**src/rtl/debounce_multi.sv**
```systemverilog
// Multi-channel button conditioner: polarity fix, 2-FF synchronizer, debounce filter,
// press/release pulses and long-press / auto-repeat events, independent per channel.
module debounce_multi #(
    parameter int unsigned CHANNELS         = 4,
    parameter int unsigned DEBOUNCE_CYCLES  = 50000,
    parameter int unsigned LONG_CYCLES      = 50000000,
    parameter int unsigned REPEAT_CYCLES    = 10000000,
    parameter bit          INPUT_ACTIVE_LOW = 1'b0
) (
    input  logic                clk_i,
    input  logic                rst_ni,
    input  logic [CHANNELS-1:0] btn_raw_i,
    output logic [CHANNELS-1:0] db_sig_o,
    output logic [CHANNELS-1:0] press_o,
    output logic [CHANNELS-1:0] release_o,
    output logic [CHANNELS-1:0] long_evt_o
);
    localparam int unsigned CntW    = $clog2(DEBOUNCE_CYCLES + 1);
    localparam int unsigned HoldMax = (LONG_CYCLES > REPEAT_CYCLES) ? LONG_CYCLES : REPEAT_CYCLES;
    localparam int unsigned HoldW   = (HoldMax > 0) ? $clog2(HoldMax + 1) : 1;

    localparam logic [CntW-1:0]  CntLast = CntW'(DEBOUNCE_CYCLES - 1);
    localparam logic [HoldW-1:0] LongTgt = HoldW'(LONG_CYCLES);
    localparam logic [HoldW-1:0] RepTgt  = HoldW'(REPEAT_CYCLES);
    localparam bit               LongEn  = (LONG_CYCLES != 0);
    localparam bit               RepEn   = (REPEAT_CYCLES != 0);

    typedef enum logic [1:0] {StLow, StWaitHigh, StHigh, StWaitLow} state_e;

    logic [CHANNELS-1:0] btn_fix;
    logic [CHANNELS-1:0] sync1_q;
    logic [CHANNELS-1:0] sync2_q;

    assign btn_fix = btn_raw_i ^ {CHANNELS{INPUT_ACTIVE_LOW}};

    always_ff @(posedge clk_i or negedge rst_ni) begin
        if (!rst_ni) begin
            sync1_q <= '0;
            sync2_q <= '0;
        end else begin
            sync1_q <= btn_fix;
            sync2_q <= sync1_q;
        end
    end

    for (genvar g = 0; g < CHANNELS; g++) begin : g_ch
        state_e           state_q;
        logic [CntW-1:0]  cnt_q;
        logic [HoldW-1:0] hold_q;
        logic [HoldW-1:0] hold_d;
        logic [HoldW-1:0] hold_inc;
        logic             fired_q;
        logic             fired_d;
        logic             long_d;
        logic             held;
        logic             rel_now;
        logic             db_q;
        logic             press_q;
        logic             release_q;
        logic             long_q;

        assign held     = (state_q == StHigh) || (state_q == StWaitLow);
        assign rel_now  = (state_q == StWaitLow) && !sync2_q[g] && (cnt_q == CntLast);
        assign hold_inc = hold_q + HoldW'(1);

        // Hold counter keeps running through WAIT_LOW so a release bounce does not restart it;
        // fired_q selects between the first long target and the repeat period.
        always_comb begin
            hold_d  = hold_q;
            fired_d = fired_q;
            long_d  = 1'b0;
            if (!LongEn || !held || rel_now) begin
                hold_d  = '0;
                fired_d = 1'b0;
            end else if (fired_q && !RepEn) begin
                hold_d = hold_q;
            end else if (hold_inc == (fired_q ? RepTgt : LongTgt)) begin
                hold_d  = '0;
                fired_d = 1'b1;
                long_d  = 1'b1;
            end else begin
                hold_d = hold_inc;
            end
        end

        always_ff @(posedge clk_i or negedge rst_ni) begin
            if (!rst_ni) begin
                state_q   <= StLow;
                cnt_q     <= '0;
                hold_q    <= '0;
                fired_q   <= 1'b0;
                db_q      <= 1'b0;
                press_q   <= 1'b0;
                release_q <= 1'b0;
                long_q    <= 1'b0;
            end else begin
                press_q   <= 1'b0;
                release_q <= 1'b0;
                long_q    <= long_d;
                hold_q    <= hold_d;
                fired_q   <= fired_d;
                unique case (state_q)
                    StLow: begin
                        if (sync2_q[g]) begin
                            state_q <= StWaitHigh;
                            cnt_q   <= CntW'(1);
                        end else begin
                            cnt_q <= '0;
                        end
                    end
                    StWaitHigh: begin
                        if (!sync2_q[g]) begin
                            state_q <= StLow;
                            cnt_q   <= '0;
                        end else if (cnt_q == CntLast) begin
                            state_q <= StHigh;
                            cnt_q   <= '0;
                            db_q    <= 1'b1;
                            press_q <= 1'b1;
                        end else begin
                            cnt_q <= cnt_q + CntW'(1);
                        end
                    end
                    StHigh: begin
                        if (!sync2_q[g]) begin
                            state_q <= StWaitLow;
                            cnt_q   <= CntW'(1);
                        end else begin
                            cnt_q <= '0;
                        end
                    end
                    StWaitLow: begin
                        if (sync2_q[g]) begin
                            state_q <= StHigh;
                            cnt_q   <= '0;
                        end else if (cnt_q == CntLast) begin
                            state_q   <= StLow;
                            cnt_q     <= '0;
                            db_q      <= 1'b0;
                            release_q <= 1'b1;
                        end else begin
                            cnt_q <= cnt_q + CntW'(1);
                        end
                    end
                    default: begin
                        state_q <= StLow;
                        cnt_q   <= '0;
                    end
                endcase
            end
        end

        assign db_sig_o[g]   = db_q;
        assign press_o[g]    = press_q;
        assign release_o[g]  = release_q;
        assign long_evt_o[g] = long_q;
    end

endmodule

```
**config.mk**
```make
export PLATFORM = sky130hd
export DESIGN_NAME = debounce_multi
export DESIGN_NICKNAME = d
export VERILOG_FILES = /design/src/rtl/debounce_multi.sv
export SDC_FILE = /design/constraint.sdc
export NUM_CORES = 1
export LEC_CHECK = 0
export CAP_MARGIN = 10
export CORE_ASPECT_RATIO = 1.2
export CORE_MARGIN = 1
export CORE_UTILIZATION = 50
export CTS_BUF_LIST = sky130_fd_sc_hd__clkbuf_8
export DETAILED_ROUTE_END_ITERATION = 8
export PLACE_DENSITY = 0.72
export SYNTH_ARGS = -nofsm -noshare
export SYNTH_HDL_FRONTEND = slang
export SYNTH_SLANG_ARGS = --single-unit
```
**constraint.sdc**
```tcl
create_clock -name clk_i -period 3.7 [get_ports clk_i]
set_input_delay 0.555 -clock clk_i [delete_from_list [all_inputs] [get_ports clk_i]]
set_output_delay 0.555 -clock clk_i [all_outputs]
set_load 0.02 [all_outputs]
```
== After elaboration in Yosys (flattened, before gate mapping) ==
Index checks and enable logic that the tools add are counted.
Storage, ports and cells
  register bits: 204
  latch bits: 0
  RAM bits: 0
  memory bits (read-only): 0
  input port bits: 6
  output and inout bits: 16
  logic and storage cells: 258
  memories: 0
Cells by class
  add/sub/neg operators: 8
  $mul: 0
  div/mod/pow operators: 0
  order comparisons: 0
  equality and inequality tests: 52
  shifts and indexed selects: 0
  multiplexer cells: 120
  bitwise operators: 0
  reduce and logical (&&, ||, !) cells: 44
Operators with widths (count)
  two-way mux 26 bit: 12
  case mux 16 bit (4 select lines): 4
  two-way mux 16 bit: 12
  adder 26 x 1 -> 26 bit (second input constant): 4
  == test 26 bit: 4
  adder 16 x 1 -> 16 bit (second input constant): 4
  == test 16 bit (second input constant): 4
  two-way mux 1 bit: 60
  two-way mux 2 bit: 24
  inequality test 2 bit (second input constant): 20
  case mux 2 bit (4 select lines): 4
  AND reduction 5 bit: 4
  == test 2 bit (second input constant): 8
  AND reduction 4 bit: 4
  nonzero test 2 bit: 8
  inequality test 3 x 2 -> 1 bit (second input constant): 4
  inequality test 3 bit (second input constant): 4
  == test 2 x 1 -> 1 bit (second input constant): 4
  logical AND 1 bit: 8
  logical NOT 1 bit: 8
  logical NOT 2 bit: 4
  logical OR 1 bit: 8
  inequality test 2 x 1 -> 1 bit (second input constant): 4
  case mux 1 bit (2 select lines): 4

== Logic depth before layout (Yosys ltp) ==
Gate-level depths: netlist of the first run.
  depth in word-level cells: 5
  depth in mapped cells: 10
  mapped depth without buffers: 8

== Worst setup path after synthesis of the first run ==
OpenSTA, ideal clock, no wires.
  path type: register -> register
  start: register g_ch[1].hold_q[1]
  end: register g_ch[1].hold_q[10]
  arrival: 2.718 ns
  setup slack: 0.836 ns
  cell stages (with the launch flop): 11
  path buffers: 2
  cell sequence: dfrtp_1 > ha_1 > buf_2 > and3_1 > nand4_1 > o31a_1 > or2_1 > or4_1 > a211oi_2 > buf_4 > nor3_1
On the way
  cells in the longest elaborated chain, start to end: 4
Ends and longest elaborated chain
  from (decl): RTL line 49  | logic [HoldW-1:0] hold_q;
  from (signal assigned): RTL line 100  | hold_q <= hold_d;
  adder 26 x 1 -> 26 bit (*): RTL line 64  | assign hold_inc = hold_q + HoldW'(1);
  == test 26 bit: RTL line 77  | end else if (hold_inc == (fired_q ? RepTgt : LongTgt)) begin
  two-way mux 26 bit (*): RTL line 77
  two-way mux 26 bit (*): RTL line 72  | if (!LongEn || !held || rel_now) begin
  named net g_ch[1].hold_d[10]: RTL line 50  | logic [HoldW-1:0] hold_d;
The timed path passes the listed nets; every way through them passes the cells marked *.
A chain may end at the register's enable or synchronous reset.

== Final worst setup path of the first run ==
  start: register g_ch[1].hold_q[0]
  end: register g_ch[1].hold_q[10]
The elaborated chain is that of the path after synthesis.

==> reports/metrics.yaml, run 1 <==
status: "complete, but fails checks"
violations: "design-rule violations"
pwr-share-clk_pct: 45.7
antenna_found_initial: 0
place.gp.congestion: 0.911
drive_gt1_share_pct: 7.84
worst_slack_ns: 0.339
clock_latency_ns: 0.53
largest_reg_flops: 104
drt_iter0_drc: 496
synth_area_per_cell_um2: 9.21
reg2reg_depth: 9
yosysWarningCount: 0
area_growth_pct: 9.02
cts_hold_buf: 0
p_sw_share_pct: 22.7
critPathLaunchType: "register"
cts_max_path_buffers: 3
synth_area_um2: 11200
grt.overflow.total: 0
cp_data_required_time_ns: 4.09
synth_seq_cells: 204
nNetsFinal: 1229
power_frac_seq_pct: 52.5
clk_pin_slew_ns: 0.06
grt_pass1_vias: 8560
place_ws_ns: 0.359
r2r-end: "g_ch[1].hold_q[10]$_DFF_PN0_"
core-area_um2: 21800
fin_setup_tns_ns: 0
r2r_start: "g_ch[1].hold_q[0]$_DFF_PN0_"
p_leak_nw: 4.76
fmax_ghz: 0.298
n_fill_cell: 1950
cts_tree: "built"
p_int_mw: 3.32
reg.largest.list: "g_ch.hold_q (104), g_ch.cnt_q (64)"
rsz0062_at_grt: "no"
ant_nets: 0
fin_cells: 1512
finClkSkew_ns: 0.0269
ff2ff_setup_slack_ns: 0.34
crit_path_end_kind: "register"
clock-sinks: 204
ios: 22
cp_data_arrival_time_ns: 3.75
drv_slew: 0
place_inst: 1451
grt_max_degree: 94
synth-async-reset-ratio_pct: 100
crit_type: "reg -> reg"
start_util_pct: 51.3
ir_worst_vdd_mv: 0.249
syn_nets: 1227
antennaDiodeCount: 0
fin_crit_sh_pct: 90.8
finalHoldViolCount: 0
crit_fanout: 10
wire_per_inst_um: 14.8
die_y_um: 166
regMostFlops: "g_ch.hold_q"
synth_cells: 1213
dp_hpwl_mm: 15.2
grt_pass1_wl_mm: 39.5
die-area_um2: 23000
num_rows: 59
synth-edff-count: 0
vias_per_cell: 5.82
dieWidth_um: 138
power.switching_mw: 0.978
relSlewSlack_pct: 45.6
layout_min_cycle_time_ns: 3.36
finalPower_mw: 4.30
hold_class: "in -> async"
cts-root-buf: "clkbuf_8"
yosysSeqAreaShare_pct: 45.7
cap_violations: 0
synthFlopType: "dfrtp_1"
yosys.cell_types.count: 77
p_per_area_nw_per_um2: 353
comb_power_share_pct: 1.8
worstMarginPinSlew_ns: 0.808
cts_resized: 0
num_vias: 8793
setup_viol: 0
drc: 8
cts_buffers: 36
wirelength_mm: 22.3
grt_usage_pct: 20.3
port-buffer-count: 21
dr.pass1.iters: 7
cts_setup_buffers: 0
ctsHtreeMaxLevel: 2
[power groups by stage]
stage | logic (mW) | clock network, mW | registers, mW
2_1_floorplan | 0.0282 | 0 | 2.29
3_3_place_gp | 0.0821 | 0 | 2.30
3_5_place_dp | 0.0841 | 0 | 2.30
4_1_cts | 0.0842 | 2.04 | 2.26
5_1_grt | 0.0940 | 2.14 | 2.26
6_report | 0.0787 | 1.97 | 2.26
[synthesized netlist by cell type, types with 5 or more instances]
cell / instances / share of area, %
a211oi_1: 6 / 0.40
a21oi_1: 20 / 0.90
a31oi_1: 9 / 0.50
and2_1: 13 / 0.73
and3_1: 36 / 2.0
and4_1: 19 / 1.5
buf_2: 18 / 0.81
buf_4: 19 / 1.3
clkbuf_1: 32 / 1.1
dfrtp_1: 204 / 46
ha_1: 8 / 0.90
inv_1: 28 / 0.94
mux2_2: 6 / 0.60
mux2i_1: 5 / 0.45
nand2_1: 85 / 2.9
nand3_1: 77 / 3.4
nand4_1: 43 / 2.4
nor2_1: 155 / 5.2
nor2b_1: 9 / 0.50
nor3_1: 79 / 3.5
nor3b_1: 18 / 1.2
nor4_1: 32 / 1.8
nor4b_1: 8 / 0.63
nor4bb_1: 5 / 0.45
o21a_1: 5 / 0.34
o21ai_0: 28 / 1.3
o31a_1: 8 / 0.63
or2_2: 5 / 0.28
or3_1: 11 / 0.62
or4_1: 11 / 0.74
xnor2_1: 69 / 5.4
xor2_1: 62 / 4.9
[metal layers]
metal / wire [um] / GRT usage [%] / vias up
li1: - / - / 4343
met1: 10200 / 26.3 / 4227
met2: 10700 / 34.1 / 171
met3: 880 / 3.43 / 52
met4: 571 / 7.77 / 0
met5: 0 / 0 / -
[per-stage QoR]
step / util [%] / hold slack [ns] / area [um2]
floorplan: - / 0.259 / 11200
global placement: 52.8 / 0.333 / 11500
detailed placement: 52.8 / 0.339 / 11500
CTS: 55.9 / 0.0991 / 12200
global route: 55.9 / 0.149 / 12200
finish: 55.9 / 0.0841 / 12200
[cell families after synthesis]
family	synth area share (%)
AND/OR/NAND/NOR	29.5
flip-flops	45.7
XOR/XNOR	10.3
AO/OA/AOI/OAI	8.26
buffers and inverters	4.37
multiplexers	1.05
adder cells (fa/ha/maj)	0.896
[layout make-up]
cell class              count  area [um2]  area share, %
clock buffers              43         592           4.86
well taps                 274         343           2.81
clock inverters            18        91.3          0.750
inverters                  28         105          0.863
multi-input cells         907        5590           45.9
repair buffers             38         354           2.91
flip-flops and latches    204        5100           41.9
[layout by cell type, fill, tap and decap left out, types with 32 or more instances in the layout]
cell / n
xor2_1: 62
nor4_1: 32
nand2_1: 85
and3_1: 36
nor3_1: 79
inv_1: 39
dfrtp_1: 204
nor2_1: 155
xnor2_1: 69
nand3_1: 77
clkbuf_8: 44
nand4_1: 43
[how the worst max path moves through the flow]
stage | from | end | slack, ns
global placement | g_ch[1].hold_q[0]$_DFF_PN0_ | g_ch[1].hold_q[9]$_DFF_PN0_ | 0.47
CTS | g_ch[1].hold_q[0]$_DFF_PN0_ | g_ch[1].hold_q[10]$_DFF_PN0_ | 0.35
finish | g_ch[1].hold_q[0]$_DFF_PN0_ | g_ch[1].hold_q[10]$_DFF_PN0_ | 0.34
floorplan | g_ch[1].hold_q[1]$_DFF_PN0_ | g_ch[1].hold_q[10]$_DFF_PN0_ | 0.84
detailed placement | g_ch[1].hold_q[0]$_DFF_PN0_ | g_ch[1].hold_q[12]$_DFF_PN0_ | 0.36
global route | g_ch[1].hold_q[0]$_DFF_PN0_ | g_ch[1].hold_q[12]$_DFF_PN0_ | 0.10
[worst max-delay path, cell delays in order (launching register included)]
cell and delay, ns:
dfrtp_1 0.49, ha_1 0.40, and3_1 0.24, nand4_1 0.23, o31a_1 0.36, or2_1 0.24, or4_1 0.54, a211oi_2 0.40
buf_4 0.26, nor3_1 0.08
No activity file was read; power rests on OpenSTA's default activity.
==> run 2, diff against run 1 <==
--- a/config.mk
+++ b/config.mk
@@ -5,6 +5,7 @@
 export SDC_FILE = /design/constraint.sdc
 export NUM_CORES = 1
 export LEC_CHECK = 0
+export ABC_AREA = 0
 export CAP_MARGIN = 10
 export CORE_ASPECT_RATIO = 1.2
 export CORE_MARGIN = 1
==> results of run 2 <==
Final layout, timing and power as in run 1 (identical DEF).
